## config.mk

```make
export PLATFORM = sky130hd
export DESIGN_NAME = bullet_pool_ctrl
export DESIGN_NICKNAME = d
export VERILOG_FILES = /design/src/rtl/bullet_pkg.sv /design/src/rtl/rr_free_picker.sv /design/src/rtl/bullet_pool_ctrl.sv
export SDC_FILE = /design/constraint.sdc
export NUM_CORES = 1
export LEC_CHECK = 0
export ABC_CLOCK_PERIOD_IN_PS = 2150
export BUFFER_PORTS_ARGS = -buffer_cell sky130_fd_sc_hd__buf_4
export CORE_UTILIZATION = 53
export DETAILED_ROUTE_END_ITERATION = 7
export PLACE_DENSITY = 0.79
export SLEW_MARGIN = 30
export SYNTH_ARGS = -nofsm -noshare
export SYNTH_HDL_FRONTEND = slang
export SYNTH_SLANG_ARGS = --single-unit
```

## constraint.sdc

```tcl
create_clock -name VS -period 2.15 [get_ports VS]
set_input_delay 0.43 -clock VS [delete_from_list [all_inputs] [get_ports VS]]
set_output_delay 0.43 -clock VS [all_outputs]
set_load 0.01 [all_outputs]
```

## src/rtl/bullet_pkg.sv

```systemverilog
// Shared definitions for the bullet pool controller: FSM states, default
// pool sizing, aim keycode constants, facing constants and a saturating
// counter helper.
package bullet_pkg;

   // Default pool size and cooldown length
   localparam int DEF_NUM_SLOTS       = 4;
   localparam int DEF_COOLDOWN_FRAMES = 8;

   // Controller FSM states
   typedef enum logic [1:0] {
      IDLE = 2'd0,
      FIRE = 2'd1,
      COOL = 2'd2
   } ctrlState;

   // Aim keycodes; anything above KEY_8 is treated downstream as default aim
   localparam logic [3:0] KEY_0       = 4'h0;
   localparam logic [3:0] KEY_1       = 4'h1;
   localparam logic [3:0] KEY_2       = 4'h2;
   localparam logic [3:0] KEY_3       = 4'h3;
   localparam logic [3:0] KEY_4       = 4'h4;
   localparam logic [3:0] KEY_5       = 4'h5;
   localparam logic [3:0] KEY_6       = 4'h6;
   localparam logic [3:0] KEY_7       = 4'h7;
   localparam logic [3:0] KEY_8       = 4'h8;
   localparam logic [3:0] KEY_DEFAULT = KEY_0;

   // Player facing
   localparam logic RIGHT = 1'b0;
   localparam logic LEFT  = 1'b1;

   // 8-bit increment that sticks at 255
   function automatic logic [7:0] satInc8(input logic [7:0] value);
      logic [7:0] result;
      if (value == 8'hFF) begin
         result = value;
      end else begin
         result = value + 8'd1;
      end
      return result;
   endfunction

endpackage

```

## src/rtl/rr_free_picker.sv

```systemverilog
// Round-robin free-slot picker: starting at rr_ptr and wrapping around the
// pool, returns the first slot whose active bit is clear.
module rr_free_picker
   import bullet_pkg::*;
#(
   parameter int NUM_SLOTS = DEF_NUM_SLOTS,
   parameter int PTR_W     = 2
) (
   input  logic [NUM_SLOTS-1:0] active,
   input  logic [PTR_W-1:0]     rr_ptr,
   output logic [PTR_W-1:0]     sel,
   output logic                 found
);

   logic [PTR_W-1:0] idx;

   // Scan the pool upward from rr_ptr, keeping the first free slot seen
   always_comb begin
      sel   = '0;
      found = 1'b0;
      idx   = '0;
      for (int i = 0; i < NUM_SLOTS; i++) begin
         idx = PTR_W'((int'(rr_ptr) + i) % NUM_SLOTS);
         if (!found && !active[idx]) begin
            sel   = idx;
            found = 1'b1;
         end else begin
            found = found;
         end
      end
   end

endmodule

```

## src/rtl/bullet_pool_ctrl.sv

```systemverilog
// Bullet pool controller: hands out free bullet slots round-robin while the
// fire button is held, spacing shots by a fixed cooldown, and tracks which
// slots are in flight until the bullet reports that it is done.
module bullet_pool_ctrl
   import bullet_pkg::*;
#(
   parameter int NUM_SLOTS       = DEF_NUM_SLOTS,
   parameter int COOLDOWN_FRAMES = DEF_COOLDOWN_FRAMES
) (
   input  logic                 VS,
   input  logic                 Reset,
   input  logic                 fire_req,
   input  logic [3:0]           keycode,
   input  logic                 direction,
   input  logic [NUM_SLOTS-1:0] slot_done,
   input  logic [NUM_SLOTS-1:0] bullet_on_vec,
   output logic [NUM_SLOTS-1:0] slot_fire,
   output logic [3:0]           fire_keycode,
   output logic                 fire_direction,
   output logic [NUM_SLOTS-1:0] active,
   output logic                 busy_all,
   output logic                 bullet_on,
   output logic [7:0]           shots_fired
);

   localparam int PTR_W = (NUM_SLOTS > 1) ? $clog2(NUM_SLOTS) : 1;
   localparam logic [PTR_W-1:0]     LAST_IDX = PTR_W'(NUM_SLOTS - 1);
   localparam logic [7:0]           COOL_LOAD = 8'(COOLDOWN_FRAMES - 1);
   localparam logic [NUM_SLOTS-1:0] SLOT0_BIT = {{(NUM_SLOTS-1){1'b0}}, 1'b1};

   ctrlState             state;
   logic [PTR_W-1:0]     rrPtr;
   logic [PTR_W-1:0]     selR;
   logic [7:0]           cnt;

   logic [PTR_W-1:0]     pickSel;
   logic                 pickFound;
   logic [NUM_SLOTS-1:0] activeNext;
   logic [PTR_W-1:0]     ptrNext;

   rr_free_picker #(
      .NUM_SLOTS (NUM_SLOTS),
      .PTR_W     (PTR_W)
   ) uPicker (
      .active (active),
      .rr_ptr (rrPtr),
      .sel    (pickSel),
      .found  (pickFound)
   );

   // Any slot drawing a pixel lights the shared bullet layer
   assign bullet_on = |bullet_on_vec;

   // Next in-flight bitmap: done clears, a launch leaving FIRE sets and wins
   always_comb begin
      activeNext = active & ~slot_done;
      if (state == FIRE) begin
         activeNext = activeNext | (SLOT0_BIT << selR);
      end else begin
         activeNext = activeNext;
      end
   end

   // Round-robin pointer moves to the slot after the one just launched
   always_comb begin
      if (selR == LAST_IDX) begin
         ptrNext = '0;
      end else begin
         ptrNext = selR + PTR_W'(1);
      end
   end

   // Launch FSM with registered launch pulse, latched aim, and pool bookkeeping
   always_ff @(posedge VS) begin
      if (Reset) begin
         state          <= IDLE;
         active         <= '0;
         busy_all       <= 1'b0;
         rrPtr          <= '0;
         selR           <= '0;
         cnt            <= 8'd0;
         shots_fired    <= 8'd0;
         slot_fire      <= '0;
         fire_keycode   <= 4'h0;
         fire_direction <= 1'b0;
      end else begin
         active   <= activeNext;
         busy_all <= &activeNext;
         case (state)
            IDLE: begin
               if (fire_req && pickFound) begin
                  state          <= FIRE;
                  selR           <= pickSel;
                  fire_keycode   <= keycode;
                  fire_direction <= direction;
                  slot_fire      <= SLOT0_BIT << pickSel;
               end else begin
                  slot_fire      <= '0;
               end
            end
            FIRE: begin
               slot_fire   <= '0;
               rrPtr       <= ptrNext;
               shots_fired <= satInc8(shots_fired);
               cnt         <= COOL_LOAD;
               state       <= COOL;
            end
            COOL: begin
               slot_fire <= '0;
               if (cnt == 8'd0) begin
                  state <= IDLE;
               end else begin
                  cnt <= cnt - 8'd1;
               end
            end
            default: begin
               slot_fire <= '0;
               state     <= IDLE;
            end
         endcase
      end
   end

endmodule

```

Yosys cells after proc, flatten, opt, wreduce, memory -nomap -nowiden
Cells that the tools add are included.
{"block": "totals", "reg_bits": 36, "in_bits": 16, "out_inout_bits": 23}
{"block": "op_classes", "n_addsub": 6, "order_cmp": 4, "eq_ne": 7, "shifts": 2, "mux": 23, "bitwise_logic": 6, "reduce_logical": 19}
{"op": "case mux 8 bit (2 select lines)", "count": 1}
{"op": "two-way mux 2 bit", "count": 7}
{"op": "less-than comparator 2 x 3 -> 1 bit, second input constant", "count": 4}
{"op": "adder 8 x 1 -> 8 bit, second input constant", "count": 1}
{"op": "binary-select mux 1 bit (select 2 bit)", "count": 4}
{"op": "equality test 8 bit, second input constant", "count": 1}
{"op": "logical NOT 8 bit", "count": 1}
{"op": "two-way mux 1 bit", "count": 8}
{"op": "two-way mux 8 bit", "count": 1}
{"op": "AND reduction 2 bit", "count": 4}
{"op": "<< shifter 1 x 2 -> 4 bit, first input constant", "count": 2}
{"op": "subtractor 8 x 1 -> 8 bit, second input constant", "count": 1}
{"op": "!= test 2 bit, second input constant", "count": 3}
{"op": "case mux 2 bit (3 select lines)", "count": 1}
{"op": "logical NOT 1 bit", "count": 5}
{"op": "adder 2 x 1 -> 2 bit, second input constant", "count": 2}
{"op": "adder 2 bit, second input constant", "count": 2}
{"op": "AND 4 bit", "count": 1}
{"op": "equality test 2 bit, second input constant", "count": 2}
{"op": "logical AND 1 bit", "count": 4}
{"op": "two-way mux 4 bit", "count": 1}
{"op": "NOT 4 bit", "count": 1}
{"op": "OR 4 bit", "count": 1}
{"op": "AND reduction 4 bit", "count": 1}
{"op": "6 further kinds", "count": 8}

Longest topological paths before layout
Gate-level depths: netlist of the first run.
{"block": "logic_depth", "word_depth": 15, "depth_mapped": 7}

By module
A second synthesis of the first run with hierarchy kept.
{"block": "unflattened", "hier_cells": 187, "hier_area_um2": 1806.7}
{"mod": "bullet_pool_ctrl", "n_inst": 1, "cells_per_inst": 177, "area_each_um2": 1716.6, "seq_area_each_um2": 720.7}
{"mod": "rr_free_picker", "n_inst": 1, "cells_per_inst": 10, "area_each_um2": 90.1, "seq_area_each_um2": 0.0}

Worst setup path before layout of the first run
Ideal clock, no wire load.
{"block": "synth_timing", "path_kind": "register -> register", "startpoint": "register cnt[0]", "endpoint": "register cnt[3]", "setup_time_ns": 0.079, "arrival_time_ns": 1.408, "slack_ns": 0.662, "stages_incl_launch_ff": 7, "n_path_buf": 0, "synth_period_minus_slack_ns": 1.488, "path_cell_list": "dfxtp_1 -> inv_1 -> ha_1 -> nor4b_4 -> nand2_1 -> or3b_1 -> a211oi_2"}
{"block": "synth_via", "elab_chain_len": 3, "elab_cells_between_ends": 6, "classes_between": "1 x add/sub; 1 x eq/ne; 2 x mux; 2 x reduce/logical"}
{"item": "start: declaration", "line": "bullet_pool_ctrl.sv:34", "text": "logic [7:0] cnt;"}
{"item": "start signal: assignment", "line": "bullet_pool_ctrl.sv:113", "text": "cnt <= cnt - 8'd1;"}
{"item": "subtractor 8 x 1 -> 8 bit or logical NOT 8 bit (tied branches)", "line": "bullet_pool_ctrl.sv:113, bullet_pool_ctrl.sv:110"}
{"item": "two-way mux 8 bit or != test 2 bit (tied branches)"}
{"item": "case mux 8 bit (2 select lines) or AND reduction 2 bit (tied branches)"}
Several ways; a longest one is shown, not always the timed one. The select of a mux whose other input is x is not followed.
A chain may end at the register's enable or synchronous reset.

Worst setup path after layout of the first run
Ends and elaborated chain as after synthesis.

==> results of run 1 <==
## cell type report
class                      count  area, um^2  share of cell area
clock buffer                   7       55.05             0.02607
clock inverter                 1       7.507            0.003554
inverter                      10       37.54             0.01777
multi-input combinational    133       943.4              0.4467
sequential                    36       720.7              0.3412
tap                           44       55.05             0.02607
timing repair buffer          39       292.8              0.1386
## state kept, by name, summed over array words and instances, names as in the netlist
| name | count |
|---|---|
| selR | 2 |
| slot_fire | 4 |
| busy_all | 1 |
| active | 4 |
| cnt | 8 |
| rrPtr | 2 |
| state | 2 |
| shots_fired | 8 |
| fire_direction | 1 |
| fire_keycode | 4 |
## layout by cell type (no fill, tap or decap), types with 2 or more instances in the layout
cell / n
buf_4: 39
a31oi_1: 2
nor2b_1: 5
ha_1: 7
and3_1: 2
or2_1: 2
nor3_2: 2
nand3b_1: 3
inv_1: 9
o21ai_1: 5
a211oi_2: 2
dfxtp_1: 36
nand2b_1: 3
nor3_1: 12
nor2_1: 20
clkbuf_4: 5
nand4_1: 4
a21oi_1: 13
a211oi_1: 3
nand3_1: 4
nand2_1: 7
mux2i_1: 9
## kinds of logic (layout without fill, tap and decap cells)
group / Yosys count / after routing / share of synthesized area
simple gates: 79 / 79 / 0.2864
compound gates: 36 / 36 / 0.1393
flops: 36 / 36 / 0.4114
buf+inv: 17 / 57 / 0.04999
mux: 10 / 10 / 0.05786
fa+ha+maj: 7 / 7 / 0.05000
xor+xnor: 1 / 1 / 0.005001
## power breakdown
group,switching [mW],internal [mW]
logic,0.119,0.106
registers,0.0329,0.695
clock network,0.215,0.160
## routing by layer
| layer | up-vias | wire [um] | global-route usage |
|---|---|---|---|
| met2 | 53 | 1940 | 0.4125 |
| met4 | 0 | 20 | 0.05980 |
| met5 | - | 0 | 0 |
| met3 | 2 | 227 | 0.06550 |
| li1 | 748 | - | - |
| met1 | 706 | 1558 | 0.2743 |
## how the worst max path moves through the flow
stage	endpoint	slack, ns
after floorplan	cnt[3]$_SDFFE_PP0P_	0.66
final	cnt[3]$_SDFFE_PP0P_	0.45
after detailed placement	cnt[3]$_SDFFE_PP0P_	0.48
after CTS	cnt[3]$_SDFFE_PP0P_	0.46
after global routing	cnt[3]$_SDFFE_PP0P_	0.38
after global placement	bullet_on	0.53
## per-stage QoR
stage	utilization	instance area, um^2
2_1_floorplan	-	1752
3_3_place_gp	0.6605	2049
3_5_place_dp	0.6605	2049
4_1_cts	0.6806	2112
5_1_grt	0.6806	2112
6_report	0.6806	2112
## tightest hold or removal path: stages
cell and delay, ns:
buf_4 0.08, mux2i_1 0.06, nor2_1 0.07
==> results_dict.tcl, run 1 <==
set metrics [dict create \
    core-area_um2 3103 \
    period_needed_ns 1.704 \
    hold_ws_ns 0.3454 \
    hp-class "in2reg" \
    hold_depth 3 \
    post-dp-hpwl_mm 2.749 \
    synth_seq_area_share 0.4114 \
    n_antenna_cell 0 \
    synthesis.nets 209 \
    worstPathMaxFanout 5 \
    worst_pin_slew_ns 0.5250 \
    yosys_warnings 0 \
    ios 39 \
    synthArstFlopShare 0 \
    rows 20 \
    drt-total-wl_mm 3.746 \
    startpoint_type "flop" \
    initial_utilization 0.5645 \
    drc 0 \
    viasPerCell 5.589 \
    ys.flop_type "dfxtp_1" \
    crit_chain "inv_1 > ha_1 > nor4b_4 > nand2_1 > or3b_1 > a211oi_2" \
    ant_nets 0 \
    dr.first_iter.drc_count 137 \
    power_density_nw_per_um2 628.8 \
    synth_edf_count 0 \
    crit_arrival_ns 1.96 \
    post_cts_resized 0 \
    dr.pass1.iters 4 \
    r2r_end "cnt[3]$_SDFFE_PP0P_" \
    critPathLaunch "cnt[0]$_SDFFE_PP0P_" \
    yosys-top-cells-area "dfxtp_1 41%, mux2i_1 5.1%, ha_1 5.0%" \
    grt_pass1_wl_mm 6.154 \
    cp_num_cells 6 \
    fin_worst_skew_ns 0.01747 \
    grt_remaining_overflow 0 \
    fin_cells 270 \
    fill_cells 286 \
    cts_buffer_depth 2 \
    required_ns 2.41 \
    slew_headroom 0.6500 \
    p_leak_nw 0.8799 \
    rsz0062_at_grt "false" \
    clock_latency_ns 0.33 \
    cts_sinks 36 \
    io_buffers 38 \
    syn_to_final_growth_pct 20.57 \
    path_clk_slew_ns 0.12 \
    synth_most_common_cell "dfxtp_1" \
    cts_max_level 2 \
    setup_ws_ns 0.4457 \
    ys_seq_elements 36 \
    synth_top_area_frac 0.4114 \
    maxCapViolations 0 \
    min_from "keycode[1]" \
    nets 248 \
    fmax_ghz 0.5868 \
    slew_violations 0 \
    synth_top_cell_by_area "dfxtp_1" \
    routabilityCongestion 0.8175 \
    tns_ns 0 \
    post_cts_buffers 0 \
    wl_per_cell_um 13.87 \
    holdBufCountCts 0 \
    power_mw 1.328 \
    tritoncts "built" \
    cp-end-kind "flop" \
    die-area_um2 3539 \
    vias 1509 \
    reg2reg_slack_ns 0.45 \
    cts-root-buf "clkbuf_4" \
    ir_worst_vdd_mv 0.6114 \
    setup_viol 0 \
    worst-setup-path-type "reg2reg" \
    cts_made_buffers 5 \
    ys_top_cells_by_count "36 x dfxtp_1, 20 x nor2_1, 13 x a21oi_1" \
    final-hold-violation-count 0 \
    synth.avg_cell_area_um2 9.418 \
    critPathMaxStageDelay_ns 0.42 \
    grt_max_degree 34 \
    r2r-start "cnt[0]$_SDFFE_PP0P_" \
    cpLargestDelayFamily "simple AND/OR/NAND/NOR gates" \
    fp.dieH_um 59.49 \
    fin_crit_sh 0.7927 \
    min_to "fire_keycode[1]$_SDFFE_PP0P_" \
    crit_slowest_cell "dfxtp_1" \
    dp_slack_ns 0.4767 \
    layout-drive-gt1-share 0.2655 \
    crit_buf_inv 1 \
    placed_cells 262 \
    die_x_um 59.49 \
    ys_types 53 \
    status "complete, no violations" \
    syn-instance-count 186 \
    reg2regPathDepth 6 \
    synth_area_um2 1752 \
    antenna_found_initial 0 \
    grt_pass1_vias 1437 \
    grt_usage 0.2325 \
]
(Power assumes the default switching activity.)
==> run 2, diff against run 1 <==
--- a/config.mk
+++ b/config.mk
@@ -5,11 +5,11 @@
 export SDC_FILE = /design/constraint.sdc
 export NUM_CORES = 1
 export LEC_CHECK = 0
-export ABC_CLOCK_PERIOD_IN_PS = 2150
+export ABC_CLOCK_PERIOD_IN_PS = 1450
 export BUFFER_PORTS_ARGS = -buffer_cell sky130_fd_sc_hd__buf_4
-export CORE_UTILIZATION = 53
+export CORE_UTILIZATION = 48
 export DETAILED_ROUTE_END_ITERATION = 7
-export PLACE_DENSITY = 0.79
+export PLACE_DENSITY = 0.76
 export SLEW_MARGIN = 30
 export SYNTH_ARGS = -nofsm -noshare
 export SYNTH_HDL_FRONTEND = slang
==> constraint.sdc (replaced) <==
create_clock -name VS -period 1.45 [get_ports VS]
set_input_delay 0.29 -clock VS [delete_from_list [all_inputs] [get_ports VS]]
set_output_delay 0.29 -clock VS [all_outputs]
set_load 0.01 [all_outputs]
==> run 2 against run 1 <==
  * The run now ends with negative setup slack left
  * Critical path depth decreased by 1
  * Worst hold slack worse by 0.16 ns
  * Sequential share of layout area down 3.6 points
  * Clock power grew 59%
  * Maximum frequency increased by 17%
  * Clock skew shrank 0.0094 ns
  * Largest power group unchanged
==> results_dict.tcl, run 2 (same netlist as run 1, synthesis figures left out) <==
set metrics [dict create \
    status "finished, violations left" \
    violations "negative setup slack" \
    final-hold-violation-count 0 \
    setup_viol 1 \
    vias 1588 \
    dr.first_iter.drc_count 93 \
    final_common_cell "buf_4" \
    dr.pass1.iters 4 \
    grt_pass1_wl_mm 6.320 \
    fp.dieH_um 62.41 \
    grt_util_met2 0.3302 \
    fill_cells 283 \
    grt_max_degree 20 \
    die-area_um2 3895 \
    clock_latency_ns 0.33 \
    fmax_ghz 0.6888 \
    tritoncts "built" \
    finish.utilization 0.6963 \
    ios 39 \
    cts_sinks 36 \
    n_antenna_cell 0 \
    top_regs "cnt x8, shots_fired x8" \
    die_x_um 62.41 \
    grt_remaining_overflow 0 \
    p_leak_nw 1.029 \
    setup_ws_ns -0.001849 \
    required_ns 1.71 \
    dpl_cell_area_um2 2201 \
    startpoint_type "flop" \
    worstPathMaxFanout 4 \
    layout-drive-gt1-share 0.4073 \
    worst-setup-path-type "reg2reg" \
    initial_utilization 0.5128 \
    ir_worst_vdd_mv 0.4713 \
    drt-total-wl_mm 3.849 \
    maxCapViolations 0 \
    post-dp-hpwl_mm 2.694 \
    grtUsageMet3 0.06752 \
    routabilityCongestion 0.7921 \
    power_mw 2.142 \
    cts-root-buf "clkbuf_4" \
    rows 21 \
    cts_buffer_depth 2 \
    holdBufCountCts 0 \
    worst_pin_slew_ns 0.4088 \
    viasPerCell 5.401 \
    layout_common_cells "61 x buf_4, 31 x dfxtp_1, 20 x nor2_1" \
    tns_ns -0.001849 \
    fin_crit_sh 1.001 \
    dp_slack_ns -0.06044 \
    hp-class "in2reg" \
    antenna_found_initial 0 \
    fin_worst_skew_ns 0.008052 \
    cts_made_buffers 5 \
    syn_to_final_growth_pct 35.79 \
    grt_pass1_vias 1463 \
    globalRoute.busiestLayer "met2" \
    wl_per_cell_um 13.09 \
    cp-end-kind "flop" \
    rsz0062_at_grt "true" \
    slew_violations 0 \
    slew_headroom 0.7232 \
    drc 0 \
    use_met1 0.2460 \
    nets 271 \
    io_buffers 38 \
    crit_arrival_ns 1.71 \
    path_clk_slew_ns 0.11 \
    design_area_um2 2379 \
    ant_nets 0 \
    core-area_um2 3416 \
    cts_max_level 2 \
    period_needed_ns 1.452 \
    hold_depth 3 \
    reg2regPathDepth 5 \
    grt_usage 0.2016 \
    power_density_nw_per_um2 900.4 \
]
-- run 2: repair_timing --
action	4_1_cts	5_1_grt
pin swaps	0	4
setup buffers	1	4
gates resized for setup	3	18
setup endpoints to repair	1	14
-- run 2: cell type report --
cell class / count / area (um^2) / area share
flip-flops and latches: 36 / 726.9 / 0.3056
well taps: 46 / 57.56 / 0.02420
inverters: 10 / 40.04 / 0.01683
repair buffers: 62 / 478.0 / 0.2009
clock buffers: 7 / 65.06 / 0.02735
multi-input cells: 133 / 1011 / 0.4250
-- run 2: worst max-delay path, stage by stage, from the launching register on --
cell and delay (ns):
dfxtp_2 0.33, buf_4 0.14, nor3_2 0.21, nand2_2 0.10, or3b_4 0.38, a211oi_2 0.22
-- run 2: path summary, 6_finish.rpt --
check / slack (ns) / end / start
max: -0.002 / cnt[3]$_SDFFE_PP0P_ / cnt[0]$_SDFFE_PP0P_
min: 0.18 / fire_keycode[1]$_SDFFE_PP0P_ / keycode[1]
max reg2reg: -0.002 / cnt[3]$_SDFFE_PP0P_ / cnt[0]$_SDFFE_PP0P_
min reg2reg: 0.49 / cnt[1]$_SDFFE_PP0P_ / cnt[1]$_SDFFE_PP0P_
-- run 2: report_power, final --
group          leakage [nW]  total (mW)  switching (mW)  internal [mW]
registers             0.295        1.08          0.0449           1.03
logic                 0.697       0.468           0.218          0.250
clock network        0.0374       0.595           0.320          0.275
-- run 2: layer usage --
layer  vias up  share of wire
met5         -              0
met4         0          0.018
met3         7          0.055
met2        42           0.46
met1       745           0.46
li1        794              -
-- run 2: per-stage QoR --
| stage | instances | hold slack [ns] |
|---|---|---|
| floorplan | 186 | 0.3697 |
| global placement | 282 | 0.4759 |
| detailed placement | 282 | 0.4952 |
| CTS | 290 | 0.1759 |
| global route | 294 | 0.1778 |
| finish | 294 | 0.1840 |
